==> src/rtl/dpd_pkg.sv <==
// Shared types and constants for the DPD coefficient controller:
// coefficient type, address map sizes, identity value and FSM states.
package dpd_pkg;

    localparam int COEF_W = 18;
    localparam int N_ORD  = 5;
    localparam int N_MEM  = 3;
    localparam int N_COEF = N_ORD * N_MEM;
    localparam int ADDR_W = 4;

    typedef logic signed [19:0]       s20_t;
    typedef logic        [19:0]       u20_t;
    typedef logic signed [COEF_W-1:0] coef_t;

    // Unity gain in Q(COEF_W-2): 2^(COEF_W-2)
    localparam coef_t COEF_IDENT = {2'b01, {(COEF_W-2){1'b0}}};

    localparam logic [ADDR_W-1:0] LAST_IDX  = ADDR_W'(N_COEF - 1);
    localparam logic [ADDR_W-1:0] COEF_SPAN = ADDR_W'(N_COEF);

    typedef enum logic [1:0] {
        ST_IDLE  = 2'd0,
        ST_LOAD  = 2'd1,
        ST_ARMED = 2'd2
    } state_t;

endpackage

==> src/rtl/dpd_coef_bank.sv <==
// Two coefficient banks with identity reset: writes go to the shadow bank,
// the registered read port serves the active bank selected by bank_sel.
module dpd_coef_bank
    import dpd_pkg::*;
(
    input  logic              clk,
    input  logic              reset,
    input  logic              wr_en,
    input  logic [ADDR_W-1:0] wr_addr,
    input  coef_t             wr_i,
    input  coef_t             wr_q,
    input  logic              swap,
    input  logic [ADDR_W-1:0] rd_addr,
    output coef_t             rd_i,
    output coef_t             rd_q,
    output logic              bank_sel
);

    coef_t mem_i [2][N_COEF];
    coef_t mem_q [2][N_COEF];

    always_ff @(posedge clk) begin
        if (reset) begin
            for (int k = 0; k < N_COEF; k++) begin
                mem_i[0][k] <= (k == 0) ? COEF_IDENT : '0;
                mem_i[1][k] <= (k == 0) ? COEF_IDENT : '0;
                mem_q[0][k] <= '0;
                mem_q[1][k] <= '0;
            end
            bank_sel <= 1'b0;
            rd_i     <= '0;
            rd_q     <= '0;
        end else begin
            if (wr_en && (wr_addr < COEF_SPAN)) begin
                mem_i[~bank_sel][wr_addr] <= wr_i;
                mem_q[~bank_sel][wr_addr] <= wr_q;
            end
            if (swap) begin
                bank_sel <= ~bank_sel;
            end
            // Read uses the pre-swap bank_sel, so a read on the swap edge sees the old bank
            if (rd_addr < COEF_SPAN) begin
                rd_i <= mem_i[bank_sel][rd_addr];
                rd_q <= mem_q[bank_sel][rd_addr];
            end else begin
                rd_i <= '0;
                rd_q <= '0;
            end
        end
    end

endmodule

==> src/rtl/dpd_coef_ctrl.sv <==
// Double-buffered DPD coefficient controller: load FSM, framing check and swap.
// Optional macro DPD_COEF_SWAP_IMMEDIATE_EN swaps right after a set completes.
module dpd_coef_ctrl
    import dpd_pkg::*;
(
    input  logic              clk,
    input  logic              reset,
    input  logic              ld_valid,
    output logic              ld_ready,
    input  logic [COEF_W-1:0] ld_data_i,
    input  logic [COEF_W-1:0] ld_data_q,
    input  logic              ld_last,
    input  logic              frame_sync,
    input  logic [ADDR_W-1:0] rd_addr,
    output logic [COEF_W-1:0] rd_coef_i,
    output logic [COEF_W-1:0] rd_coef_q,
    output logic              bank_sel,
    output logic              swap_done,
    input  logic              err_clr,
    output logic              load_err
);

    // Handshake: a beat transfers on a rising edge where ld_valid && ld_ready;
    // ld_valid must not depend on ld_ready, ld_ready never depends on ld_valid.
    state_t            state, state_next;
    logic [ADDR_W-1:0] idx, idx_next;
    logic              beat, swap, err_set;
    coef_t             rd_i, rd_q;

    assign ld_ready = ~reset & (state != ST_ARMED);
    assign beat     = ld_valid & ld_ready;

    always_comb begin
        state_next = state;
        idx_next   = idx;
        err_set    = 1'b0;
        swap       = 1'b0;
        case (state)
            ST_IDLE, ST_LOAD: begin
                if (beat) begin
                    if (idx == LAST_IDX) begin
                        idx_next = '0;
                        if (ld_last) begin
                            state_next = ST_ARMED;
                        end else begin
                            err_set    = 1'b1;
                            state_next = ST_IDLE;
                        end
                    end else if (ld_last) begin
                        idx_next   = '0;
                        err_set    = 1'b1;
                        state_next = ST_IDLE;
                    end else begin
                        idx_next   = idx + 1'b1;
                        state_next = ST_LOAD;
                    end
                end
            end
            ST_ARMED: begin
`ifdef DPD_COEF_SWAP_IMMEDIATE_EN
                swap = 1'b1;
`else
                swap = frame_sync;
`endif
                if (swap) begin
                    state_next = ST_IDLE;
                end
            end
            default: state_next = ST_IDLE;
        endcase
    end

    always_ff @(posedge clk) begin
        if (reset) begin
            state     <= ST_IDLE;
            idx       <= '0;
            swap_done <= 1'b0;
            load_err  <= 1'b0;
        end else begin
            state     <= state_next;
            idx       <= idx_next;
            swap_done <= swap;
            // A new error wins over a simultaneous clear
            if (err_set) begin
                load_err <= 1'b1;
            end else if (err_clr) begin
                load_err <= 1'b0;
            end
        end
    end

    dpd_coef_bank u_bank (
        .clk      (clk),
        .reset    (reset),
        .wr_en    (beat),
        .wr_addr  (idx),
        .wr_i     (coef_t'(ld_data_i)),
        .wr_q     (coef_t'(ld_data_q)),
        .swap     (swap),
        .rd_addr  (rd_addr),
        .rd_i     (rd_i),
        .rd_q     (rd_q),
        .bank_sel (bank_sel)
    );

    assign rd_coef_i = rd_i;
    assign rd_coef_q = rd_q;

endmodule

==> config.mk <==
export PLATFORM = sky130hd
export DESIGN_NAME = dpd_coef_ctrl
export DESIGN_NICKNAME = d
export VERILOG_FILES = /design/src/rtl/dpd_pkg.sv /design/src/rtl/dpd_coef_bank.sv /design/src/rtl/dpd_coef_ctrl.sv
export SDC_FILE = /design/constraint.sdc
export NUM_CORES = 2
export LEC_CHECK = 0
export CAP_MARGIN = 20
export CORE_MARGIN = 1.5
export CORE_UTILIZATION = 67
export DETAILED_ROUTE_END_ITERATION = 6
export PLACE_DENSITY = 0.85
export RECOVER_POWER = 50
export SLEW_MARGIN = 10
export SYNTH_ARGS = -nofsm -noshare
export SYNTH_HDL_FRONTEND = slang
export SYNTH_SLANG_ARGS = --single-unit
==> constraint.sdc <==
create_clock -name clk -period 3.5 [get_ports clk]
set_input_delay 0.35 -clock clk [delete_from_list [all_inputs] [get_ports clk]]
set_output_delay 0.35 -clock clk [all_outputs]
set_load 0.03 [all_outputs]
==> results.py <==
metrics = {
    "placed_design": {
        "dpl.cell_count": 4261,
        "gp_congestion": 0.927,
        "io_buffers": 85,
        "placed_area_sq_um": 52600,
        "dpl.hpwl_um": 83600,
    },
    "critical_path": {
        "crit_type": "reg -> reg",
        "startpoint_type": "flop",
        "rrSetupSlack_ns": 0.23,
        "r2r_cells": 7,
        "crit_fanout": 36,
        "crit_path_end_kind": "flop",
        "cp.arrival_ns": 3.43,
        "r2r-start": "idx[0]",
        "required_ns": 3.66,
        "reg2reg_to": "u_bank.mem_i[1][3]",
    },
    "route": {
        "topRoutingLayerUsed": "met5",
        "wl_met3_um": 20000,
        "ant_nets": 0,
        "wl_per_cell_um": 30.6,
        "wl_um": 137000,
        "drt_pass1_iterations": 7,
        "routed_via_density": 6.82,
        "met1_length_um": 46000,
        "drt_iter0_markers": 4968,
        "drc": 2,
        "dr_total_vias": 30583,
        "wl_met2_um": 64700,
    },
    "logic_synthesis": {
        "syn_nets": 3432,
        "synth_edf_count": 1080,
        "yosysWarnings": 0,
        "yosys.area_share.simple_pct": 15.5,
        "ys_types": 44,
        "synthArstFlopShare_pct": 0,
        "synthAdderAreaFrac_pct": 0.149,
        "synth_top_family_by_area": "simple AND/OR/NAND/NOR gates",
        "ys_seq_elements": 1126,
        "ys_seq_area_share_pct": 66.1,
        "syn_area_sq_um": 50500,
        "synthFlopType": "edfxtp_1",
        "avgSynthCellArea_sq_um": 14.9,
        "muxShareOfSynthArea_pct": 12.3,
        "synth_compound_area_share_pct": 3.12,
        "synthCells": 3380,
        "synth_xor_area_share_pct": 0.0174,
    },
    "power_and_ir_drop": {
        "leakage_nw": 20.1,
        "design_power_total_mw": 28.5,
        "power_density_nw_per_um2": 509,
        "share_comb_of_total_power_pct": 5.9,
        "power.internal_mw": 22.2,
        "power.switching_mw": 6.31,
        "pwr-share-seq_pct": 54.0,
        "power_frac_clock_pct": 40.0,
        "power.share.switching_pct": 22.1,
        "vdd_drop_max_mv": 0.369,
    },
    "sta": {
        "final_hold_viol_count": 0,
        "worst_pin_slew_ns": 1.45,
        "rsz0062_at_grt": "false",
        "fin_crit_ns": 3.27,
        "clock.fmax_mhz": 306,
        "skew_ns": 0.0190,
        "post-route-period-util_pct": 93.3,
        "fin_tns_setup_ns": 0,
        "finalSetupViolations": 0,
        "slew_headroom_pct": 3.54,
        "slew_violations": 0,
    },
    "worst_hold_path": {
        "hold_path_class": "in -> reg",
        "hold-path-endpoint": "u_bank.bank_sel",
        "hp-start": "reset",
        "hold_depth": 2,
    },
    "flow_run": {
        "drv_cap": 0,
    },
    "die": {
        "fp.dieArea_sq_um": 77000,
        "core_area_sq_um": 74400,
        "io_pins": 86,
        "initial_core_util_pct": 67.8,
        "die_height_um": 277,
        "die_w_um": 277,
        "fp-row-count": 100,
    },
    "cts": {
        "cts_num_sinks": 1126,
        "clk_latency_ns": 0.69,
        "postCtsHoldBufs": 0,
        "cts_tree": "built",
        "cts-root-buf": "clkbuf_16",
        "ctsLongestPathBuffers": 3,
        "clk_pin_slew_ns": 0.06,
        "cts_made_buffers": 111,
        "post_cts_buffers": 0,
        "cts-htree-levels": 3,
        "postCtsResizedCells": 0,
    },
    "grt": {
        "grt_usage_pct": 35.8,
        "globalRouteOverflowTotal": 0,
        "grt_pass1_vias": 30542,
        "grt_start_max_net_pins": 74,
        "antenna_found_initial": 9,
        "grt_pass1_wl_um": 199000,
    },
    "layout": {
        "fillers": 4056,
        "stdcell_area_sq_um": 56100,
        "drive_above_1_share_pct": 15.4,
        "final_util_pct": 75.3,
        "layout_commonest_cell": "edfxtp_1",
        "layout_common_cells": "edfxtp_1, and2_1, and2_0",
        "final_cells": 4483,
        "nNetsFinal": 3473,
        "area_growth_pct": 11.1,
    },
    "status": {
        "violations": "design-rule violations",
        "status": "finished, violations left",
    },
}
-- sequential cells by signal, summed over array words and instances, names as in the netlist, named ones only --
| register | cells |
|---|---|
| idx | 4 |
| load_err | 1 |
| state | 2 |
| swap_done | 1 |
| u_bank.bank_sel | 1 |
| u_bank.mem_i | 540 |
| u_bank.mem_q | 540 |
| u_bank.rd_i | 18 |
| u_bank.rd_q | 18 |
-- power by group through the flow --
stage | clock (mW) | combinational (mW) | sequential [mW]
2_1_floorplan | 0 | 0.835 | 15.6
3_3_place_gp | 0 | 1.59 | 15.6
3_5_place_dp | 0 | 1.63 | 15.7
4_1_cts | 11.4 | 1.65 | 15.4
5_1_grt | 11.9 | 1.74 | 15.4
6_report | 11.4 | 1.70 | 15.4
-- synth_stat cells (11+ instances only) --
library cell	count	area share, %
buf_2	39	0.39
mux2_2	18	0.40
mux4_2	169	7.5
nand2_1	36	0.27
a22o_1	19	0.33
and2_1	1084	13
buf_4	18	0.27
dfxtp_1	46	1.8
or2_2	32	0.40
clkbuf_1	240	1.8
nand3_1	19	0.19
a41oi_1	12	0.21
or3_1	11	0.14
a31oi_1	31	0.38
a21oi_1	13	0.13
o22ai_1	31	0.38
buf_6	11	0.25
edfxtp_1	1080	64
o21ai_0	23	0.23
nor2_1	71	0.53
mux2i_1	222	4.4
a22oi_1	70	1.0
-- logic make-up (layout without fill, tap and decap cells) --
kind of cell	after synthesis	count (layout)
simple gates	1293	1293
compound gates	223	223
flops	1126	1126
mux	409	409
fa+ha+maj	6	6
buf+inv	322	453
xor+xnor	1	1
other cells	0	3
-- worst max-delay path: stages, from the launching register on --
cell and delay [ns]:
dfxtp_1 0.41, inv_1 0.11, ha_1 0.25, nand4b_1 0.11, clkbuf_1 0.69, nor2_1 0.14, or2_2 0.31, clkbuf_2 0.68
-- worst max-delay path by stage --
stage,from,endpoint,depth (start not counted)
6_report,idx[0],u_bank.mem_i[1][3],7
5_1_grt,idx[0],u_bank.mem_i[0][9],7
4_1_cts,flop,u_bank.rd_q[11],5
3_5_place_dp,flop,u_bank.rd_i[3],5
3_3_place_gp,flop,u_bank.rd_i[3],5
2_1_floorplan,u_bank.bank_sel,u_bank.mem_i[1][54],4
-- area by class of cell --
| type | instances | area, sq um | area share, % |
|---|---|---|---|
| flip-flops and latches | 1126 | 33400 | 59.5 |
| multi-input cells | 1932 | 15800 | 28.1 |
| clock buffers | 148 | 3020 | 5.39 |
| repair buffers | 243 | 2250 | 4.02 |
| well taps | 969 | 1210 | 2.16 |
| clock inverters | 55 | 418 | 0.745 |
| inverters | 7 | 26.3 | 0.0469 |
| diodes | 3 | 7.51 | 0.0134 |
-- metal layers --
metal  vias to the layer above  GRT usage (%)
met5                         -              0
met4                         4           15.8
met3                       404           8.43
met2                      2581           56.1
met1                     15185           48.4
li1                      12409              -
-- stage by stage --
step                      setup slack [ns]  hold WS [ns]
after global routing                 0.169        0.0607
after CTS                            0.448        0.0104
after detailed placement             0.499         0.510
after floorplan                       1.16         0.475
final                                0.234        0.0525
after global placement               0.442         0.491
(Power assumes the default switching activity.)
